--- config.mk ---
export PLATFORM = sky130hd
export DESIGN_NAME = seqdet_frame_ctrl
export DESIGN_NICKNAME = d
export VERILOG_FILES = /design/src/rtl/seqdet_frame_ctrl.sv
export SDC_FILE = /design/constraint.sdc
export NUM_CORES = 1
export LEC_CHECK = 0
export CORE_UTILIZATION = 30
export CTS_CLUSTER_DIAMETER = 200
export DETAILED_ROUTE_END_ITERATION = 10
export PLACE_DENSITY_LB_ADDON = 0.25
export SLEW_MARGIN = 0
export SYNTH_ARGS = -nofsm -noshare
export SYNTH_HDL_FRONTEND = slang
export SYNTH_SLANG_ARGS = --single-unit
--- constraint.sdc ---
create_clock -name clk -period 1.8 [get_ports clk]
set_input_delay 0.18 -clock clk [delete_from_list [all_inputs] [get_ports clk]]
set_output_delay 0.18 -clock clk [all_outputs]
set_load 0.02 [all_outputs]
--- src/rtl/seqdet_frame_ctrl.sv ---
// Round-robin frame sequencer in front of a serial, overlapping pattern detector.
// Two requesters share one detector. Each granted word is shifted through MSB-first and its matches are counted.
module seqdet_frame_ctrl #(
  parameter int               DATA_W    = 16,
  parameter int               PAT_W     = 4,
  parameter int               CNT_W     = 5,
  parameter logic [PAT_W-1:0] RESET_PAT = PAT_W'(4'b1010)
) (
  input  logic              clk,
  input  logic              rst,
  input  logic              cfg_we,
  input  logic [PAT_W-1:0]  cfg_pat,
  input  logic              req0,
  input  logic              req1,
  input  logic [DATA_W-1:0] data0,
  input  logic [DATA_W-1:0] data1,
  output logic              gnt0,
  output logic              gnt1,
  output logic              busy,
  output logic              x_out,
  output logic              y,
  output logic              done,
  output logic              done_id,
  output logic [CNT_W-1:0]  match_cnt,
  output logic [1:0]        state_dbg
);

  localparam int NB_W = $clog2(DATA_W + 1);

  typedef enum logic [1:0] {
    S_IDLE  = 2'd0,
    S_SHIFT = 2'd1,
    S_DONE  = 2'd2
  } state_t;

  state_t             state, state_nxt;
  logic [PAT_W-1:0]   pat;
  logic [DATA_W-1:0]  shreg;
  logic [PAT_W-2:0]   hist;
  logic [NB_W-1:0]    nbits;
  logic               rr_last;   // requester served most recently
  logic               start, sel1, last_bit, hit, x_bit;
  logic [PAT_W-1:0]   window;

  assign x_bit     = shreg[DATA_W-1];
  assign window    = {hist, x_bit};
  assign x_out     = (state == S_SHIFT) && x_bit;
  assign busy      = (state != S_IDLE);
  assign state_dbg = state;

  // Handshake: a requester holds req high until it sees its one-cycle gnt.
  // It must drop req during that gnt cycle. If req is still high when the block returns to IDLE, a new frame starts.
  always_comb begin
    state_nxt = state;
    start     = 1'b0;
    sel1      = 1'b0;
    last_bit  = 1'b0;
    hit       = 1'b0;
    case (state)
      S_IDLE: begin
        if (req0 || req1) begin
          start     = 1'b1;
          // On a tie, grant the requester that was not served last.
          sel1      = req1 && (!req0 || !rr_last);
          state_nxt = S_SHIFT;
        end
      end
      S_SHIFT: begin
        hit      = (window == pat) && (nbits >= NB_W'(PAT_W - 1));
        last_bit = (nbits == NB_W'(DATA_W - 1));
        if (last_bit) state_nxt = S_DONE;
      end
      S_DONE:  state_nxt = S_IDLE;
      default: state_nxt = S_IDLE;
    endcase
  end

  always_ff @(posedge clk or negedge rst) begin
    if (!rst) state <= S_IDLE;
    else      state <= state_nxt;
  end

  always_ff @(posedge clk or negedge rst) begin
    if (!rst) begin
      pat       <= RESET_PAT;
      shreg     <= '0;
      hist      <= '0;
      nbits     <= '0;
      rr_last   <= 1'b1;
      gnt0      <= 1'b0;
      gnt1      <= 1'b0;
      y         <= 1'b0;
      done      <= 1'b0;
      done_id   <= 1'b0;
      match_cnt <= '0;
    end else begin
      gnt0 <= start && !sel1;
      gnt1 <= start && sel1;
      y    <= hit;
      done <= last_bit;
      // A pattern written on the grant edge is already in place for the first bit.
      if (state == S_IDLE && cfg_we) pat <= cfg_pat;
      if (start) begin
        shreg     <= sel1 ? data1 : data0;
        hist      <= '0;
        nbits     <= '0;
        match_cnt <= '0;
        done_id   <= sel1;
        rr_last   <= sel1;
      end else if (state == S_SHIFT) begin
        shreg <= {shreg[DATA_W-2:0], 1'b0};
        hist  <= window[PAT_W-2:0];
        nbits <= nbits + NB_W'(1);
        if (hit) match_cnt <= match_cnt + CNT_W'(1);
      end
    end
  end

endmodule

==> results of run 1 <==
worst max-delay path by stage:
stage                       startpoint           end  slack, ns  cells after the start
after floorplan           state_dbg[0]     shreg[10]       0.08                      7
after global placement            req1      shreg[9]      0.005                      5
after detailed placement          req1      shreg[3]      -0.10                      5
after CTS                       pat[3]  match_cnt[4]       0.06                      4
after global routing         shreg[15]  match_cnt[4]     -0.008                      4
final                        shreg[15]  match_cnt[3]       0.07                      4
Yosys cell counts, drive strengths merged:
library cell,n
a211o,1
or3,1
buf,5
a21oi,4
nor2b,1
mux2,4
dfstp,3
inv,3
and2,4
mux2i,2
and3,3
nand2b,2
nor3,2
nor4,1
or4,2
a222oi,16
nand3,7
o21ai,24
nor2,8
or2,1
xor2,5
ha,3
a21o,3
a211oi,1
o31ai,2
clkbuf,5
nand2,26
dfrtp,38
power by group through the flow:
stage / Combinational, W / Sequential [W] / Clock (W)
after floorplan: 0.000791 / 0.00154 / 0
after global placement: 0.00136 / 0.00152 / 0
after detailed placement: 0.00140 / 0.00152 / 0
after CTS: 0.00139 / 0.00151 / 0.000636
after global routing: 0.00159 / 0.00154 / 0.000678
final: 0.00141 / 0.00150 / 0.000616
sequential cells by signal (all words and copies together), names as in the netlist:
| signal | flops |
|---|---|
| shreg | 16 |
| match_cnt | 5 |
| nbits | 5 |
| pat | 4 |
| hist | 3 |
| state_dbg | 2 |
| done | 1 |
| done_id | 1 |
| gnt0 | 1 |
| gnt1 | 1 |
| rr_last | 1 |
| y | 1 |
worst max-delay path: cells and delay by family (launching register included):
kind                      cells  cell delay [ns]
DFF                           1             0.39
and+or+nand+nor               2             0.95
xor gates and xnor gates      1             0.18
AOI/OAI and AO/OA             1             0.14
per-layer routing:
layer  part of all wire, %  vias to the layer above  GRT usage, %
met5                     0                        -             0
met4                  0.65                        0          4.82
met3                   6.7                        4          4.27
met2                    48                       52          25.9
met1                    45                      740          18.7
li1                      -                      787             -
kinds of logic after synthesis:
| logic type | after synthesis | share of synthesized area, % |
|---|---|---|
| DFF | 41 | 55.3 |
| AOI/OAI and AO/OA | 51 | 19.0 |
| muxes | 6 | 3.50 |
| and+or+nand+nor | 58 | 14.8 |
| adders and majority gates | 3 | 2.02 |
| buffers and inverters | 13 | 2.96 |
| xor gates and xnor gates | 5 | 2.35 |
final cells by class:
| class | instances | area [µm²] |
|---|---|---|
| Sequential cell | 41 | 1030 |
| Inverter | 3 | 11.3 |
| Multi-Input combinational cell | 123 | 792 |
| Fill cell | 595 | 3280 |
| Timing Repair Buffer | 71 | 663 |
| Tap cell | 75 | 93.8 |
| Clock buffer | 8 | 90.1 |
repair_timing:
item / in CTS / in global routing
cloned: 0 / 0
resized for setup: 2 / 5
setup endpoints to repair: 2 / 17
pin swaps: 0 / 1
hold buffers: 1 / 0
buffers inserted: 0 / 2
endpoints found under the hold margin: 38 / 0
stage by stage:
step | utilization (%) | setup slack [ns] | hold WS [ns] | instance area, µm² | cells
finish | 45.0 | 0.0696 | 0.481 | 2680 | 321
global route | 45.0 | -0.00794 | 0.501 | 2680 | 321
CTS | 44.5 | 0.0647 | 0.491 | 2650 | 319
detailed placement | 42.8 | -0.104 | 0.290 | 2550 | 310
global placement | 42.8 | 0.00518 | 0.287 | 2550 | 310
floorplan | - | 0.0774 | -0.116 | 1860 | 177
==> results.yml, run 1 <==
critical_path:
  crit_required_ns: 2.02
  worst-endpoint-arrival_ns: 1.95
  rr_startpoint: "shreg[15]"
  cp-start-kind: "flop"
  path_cells: "xor2_1 -> or3_4 -> or4_4 -> a21oi_2"
  max_stage_delay_ns: 0.53
  worstReg2RegEnd: "match_cnt[3]"
  endpoint_kind: "flop"
  worstPathMaxFanout: 5
  path_class: "reg -> reg"
  reg2reg_depth: 4
  critical-path-slowest-cell: "or4_4"
  r2r_slack_ns: 0.07
clocking:
  cts_buffers: 5
  clkSlewWorstSetupHoldPaths_ns: 0.08
  cts_tree: "built"
  clock_latency_ns: 0.29
  cts_buffer_depth: 2
  htreeDepth: 2
  numClockSinks: 41
  cts_root_buf: "clkbuf_8"
power_and_ir_drop:
  power_w: 0.00353
  p_clk_share_pct: 17.4
  p_seq_share_pct: 42.6
  ir_drop_v: 0.000485
  power.internal_w: 0.00229
  powerDensity_mw_per_mm2: 1320
  leakage_nw: 1.17
  switching_power_w: 0.00124
  switching_share_pct: 35.1
  combPwrFrac_pct: 40.0
die:
  rows: 28
  dieWidth_um: 80.8
  initial_core_util_pct: 31.2
  die_h_um: 80.8
  dieArea_mm2: 0.00652
  coreArea_mm2: 0.00596
  io_pins: 55
synth:
  synthesis.area_mm2: 0.00186
  netlist.area_leader.share_pct: 51.1
  synth-seq-cells: 41
  yosys.area.top_type: "dfrtp_1"
  yosys_warnings: 0
  ys_types: 31
  syn_inst: 177
  synth-seq-area-share_pct: 55.3
  syn-num-nets: 221
  post_synth.cell_area_avg_um2: 10.5
  synth.area.top_cells: "dfrtp_1 (51%), a222oi_1 (8.6%), o21ai_0 (6.2%), nand2_1 (5.2%), dfstp_2 (4.2%)"
timing:
  setup_violations: 0
  hold_viol: 0
  fin_crit_ns: 1.73
  slew_violations: 0
  fin_crit_sh_pct: 96.1
  fmax_mhz: 578
  tns_ns: 0
  tightest_slew_ns: 0.527
  relSlewSlack_pct: 64.8
  rsz0062_at_grt: "yes"
  fin_skew_ns: 0.00470
min_path:
  holdCritPathClass: "in -> async"
outcome:
  outcome: "complete, no violations"
global_route:
  grt_pass1_vias: 1672
  grt_max_degree: 42
  grt_first_pass_wirelength_mm: 7.56
  antenna_found_initial: 0
  grt-ovfl-total: 0
  grtUsageTotal_pct: 15.2
route:
  wire_per_inst_um: 13.9
  first_iter_violations: 149
  firstDrtPassIters: 4
  drt-total-wl_mm: 4.46
  vias_per_cell: 4.93
  drtAntennaViolNets: 0
  drcViolationCount: 0
  vias: 1583
layout:
  antenna_cells: 0
  drive_above_1_share_pct: 15.4
  final_cell_mix: "clkdlybuf4s50_1 (51), dfrtp_1 (38), nand2_1 (26)"
  area_growth_pct: 44.0
  layout_commonest_cell: "clkdlybuf4s50_1"
  final_nets: 289
place:
  hpwlAfterDp_mm: 3.18
  gp_congestion: 0.726
  io_buffer_count: 54
job:
  drv_cap: 0
(Power assumes the default switching activity.)
==> run 2: changes to the inputs <==
- CTS_CLUSTER_DIAMETER: 200 -> unset
- clock period: 1.8 -> 2.13 ns (I/O delays scaled with it)
==> run 2 against run 1 <==
Sequential share of layout area is 1.2 points higher. Routed wire length fell by 4.1%. Final area decreased by 2.8%. Sequential power down 14%. Critical path depth decreased by 1. Via count decreased by 1.5%. Cell count shrank 3.1%. Clock power shrank 9.4%. Count of clock-buffer cells in the layout shrank 1. Worst setup slack better by 0.11 ns.
==> results.yml, run 2 (synthesis gave the netlist of run 1 again) <==
timing:
  setup_violations: 0
  hold_slack_ns: 0.331
  fin_skew_ns: 0.00273
  tightest_slew_ns: 0.693
  tns_ns: 0
  rsz0062_at_grt: "no"
  hold_viol: 0
  fin_crit_ns: 1.95
  fmax_mhz: 514
  relSlewSlack_pct: 53.8
  slew_violations: 0
  fin_crit_sh_pct: 91.4
layout:
  layout_commonest_cell: "clkdlybuf4s50_1"
  antenna_cells: 0
  reg.largest.list: "shreg: 16 flops, match_cnt: 5 flops, nbits: 5 flops"
  top_register: "shreg"
  largest_reg_flops: 16
  final_cell_mix: "clkdlybuf4s50_1 (53), dfrtp_1 (37), nand2_1 (26)"
  final_nets: 279
  drive_above_1_share_pct: 11.0
  area_growth_pct: 39.9
global_route:
  grt_first_pass_wirelength_mm: 7.14
  antenna_found_initial: 0
  grtUsageTotal_pct: 14.4
  grt-ovfl-total: 0
  grt_pass1_vias: 1516
  grt_max_degree: 32
clocking:
  htreeDepth: 2
  clock_latency_ns: 0.29
  numClockSinks: 41
  cts_buffers: 5
  cts_tree: "built"
  clkSlewWorstSetupHoldPaths_ns: 0.08
  cts_root_buf: "clkbuf_8"
  cts_setup_buffers: 0
  cts_buffer_depth: 2
critical_path:
  worstPathMaxFanout: 10
  cp-start-kind: "flop"
  reg2reg_depth: 5
  r2r_slack_ns: 0.30
  path_class: "reg -> out"
  crit_start: "state_dbg[0]"
  max_stage_delay_ns: 0.60
  worst-endpoint-arrival_ns: 1.73
  path_cells: "nor2b_1 -> and2_2 -> clkdlybuf4s50_1"
  critical-path-slowest-cell: "clkdlybuf4s50_1"
  worstReg2RegEnd: "match_cnt[3]"
  endpoint_kind: "output port"
  rr_startpoint: "nbits[0]"
  crit_required_ns: 1.92
outcome:
  outcome: "complete, no violations"
power_and_ir_drop:
  p_clk_share_pct: 19.0
  combPwrFrac_pct: 37.1
  power.internal_w: 0.00190
  powerDensity_mw_per_mm2: 1130
  p_seq_share_pct: 43.9
  switching_share_pct: 35.2
  switching_power_w: 0.00104
  ir_drop_v: 0.000451
  leakage_nw: 1.12
route:
  drt-total-wl_mm: 4.28
  drtAntennaViolNets: 0
  drcViolationCount: 0
  vias: 1559
  firstDrtPassIters: 6
  first_iter_violations: 121
  vias_per_cell: 5.01
  wire_per_inst_um: 13.8
die:
  coreArea_mm2: 0.00596
  die_h_um: 80.8
  dieWidth_um: 80.8
  rows: 28
  io_pins: 55
  initial_core_util_pct: 31.2
  dieArea_mm2: 0.00652
job:
  drv_cap: 0
place:
  gp_congestion: 0.757
  io_buffer_count: 54
  hpwlAfterDp_mm: 3.11
min_path:
  holdCritPathClass: "in -> async"
-- run 2: layout make-up --
class	count	area, µm²
Clock buffer	7	96.3
Clock inverter	1	5.00
Sequential cell	41	1030
Multi-Input combinational cell	123	776
Inverter	3	11.3
Tap cell	75	93.8
Timing Repair Buffer	61	591
Fill cell	597	3350
-- run 2: timing repair --
action	CTS	global route
endpoints found under the setup margin	0	1
gates resized for setup	0	1
endpoints found under the hold margin	9	0
hold buffers	1	0
-- run 2: power by group through the flow --
stage               Sequential (W)  Combinational (W)  Clock [W]
floorplan                  0.00130           0.000668          0
global placement           0.00130            0.00107          0
detailed placement         0.00130            0.00111          0
CTS                        0.00129            0.00111   0.000578
global route               0.00133            0.00122   0.000610
finish                     0.00129            0.00109   0.000558
-- run 2: worst max-delay path, delay by kind of cell (launching register included) --
family / cells / cell delay (ns)
buffers and inverters: 1 / 0.60
DFF: 1 / 0.48
and+or+nand+nor: 2 / 0.36
-- run 2: layer usage --
metal | wire length, µm | global-route usage, % | vias up | share of wire, %
met5 | 0 | 0 | - | 0
met4 | 55 | 5.36 | 0 | 1.3
met3 | 287 | 4.04 | 5 | 6.7
met2 | 1960 | 23.4 | 54 | 46
met1 | 1980 | 18.3 | 730 | 46
li1 | - | - | 770 | -
-- run 2: stage by stage --
stage                     utilization (%)  worst slack (ns)  total power (W)  std cells  area, µm²
after floorplan                         -             0.407          0.00197        177       1860
after global placement               41.8             0.283          0.00237        302       2490
after detailed placement             41.8             0.210          0.00241        302       2490
after CTS                            43.7            0.0414          0.00298        311       2600
after global routing                 43.7            0.0832          0.00317        311       2600
final                                43.7             0.184          0.00294        311       2600
-- run 2: how the worst max path moves through the flow --
stage	end	slack (ns)	depth (start not counted)
4_1_cts	x_out	0.04	3
6_report	x_out	0.18	3
3_3_place_gp	shreg[3]	0.28	5
5_1_grt	x_out	0.08	3
3_5_place_dp	shreg[2]	0.21	4
2_1_floorplan	shreg[10]	0.41	7
==> run 3: changes to the inputs <==
- CAP_MARGIN: unset -> 20
==> results of run 3 <==
No change in the layout: final DEF, timing and power equal those of run 2.
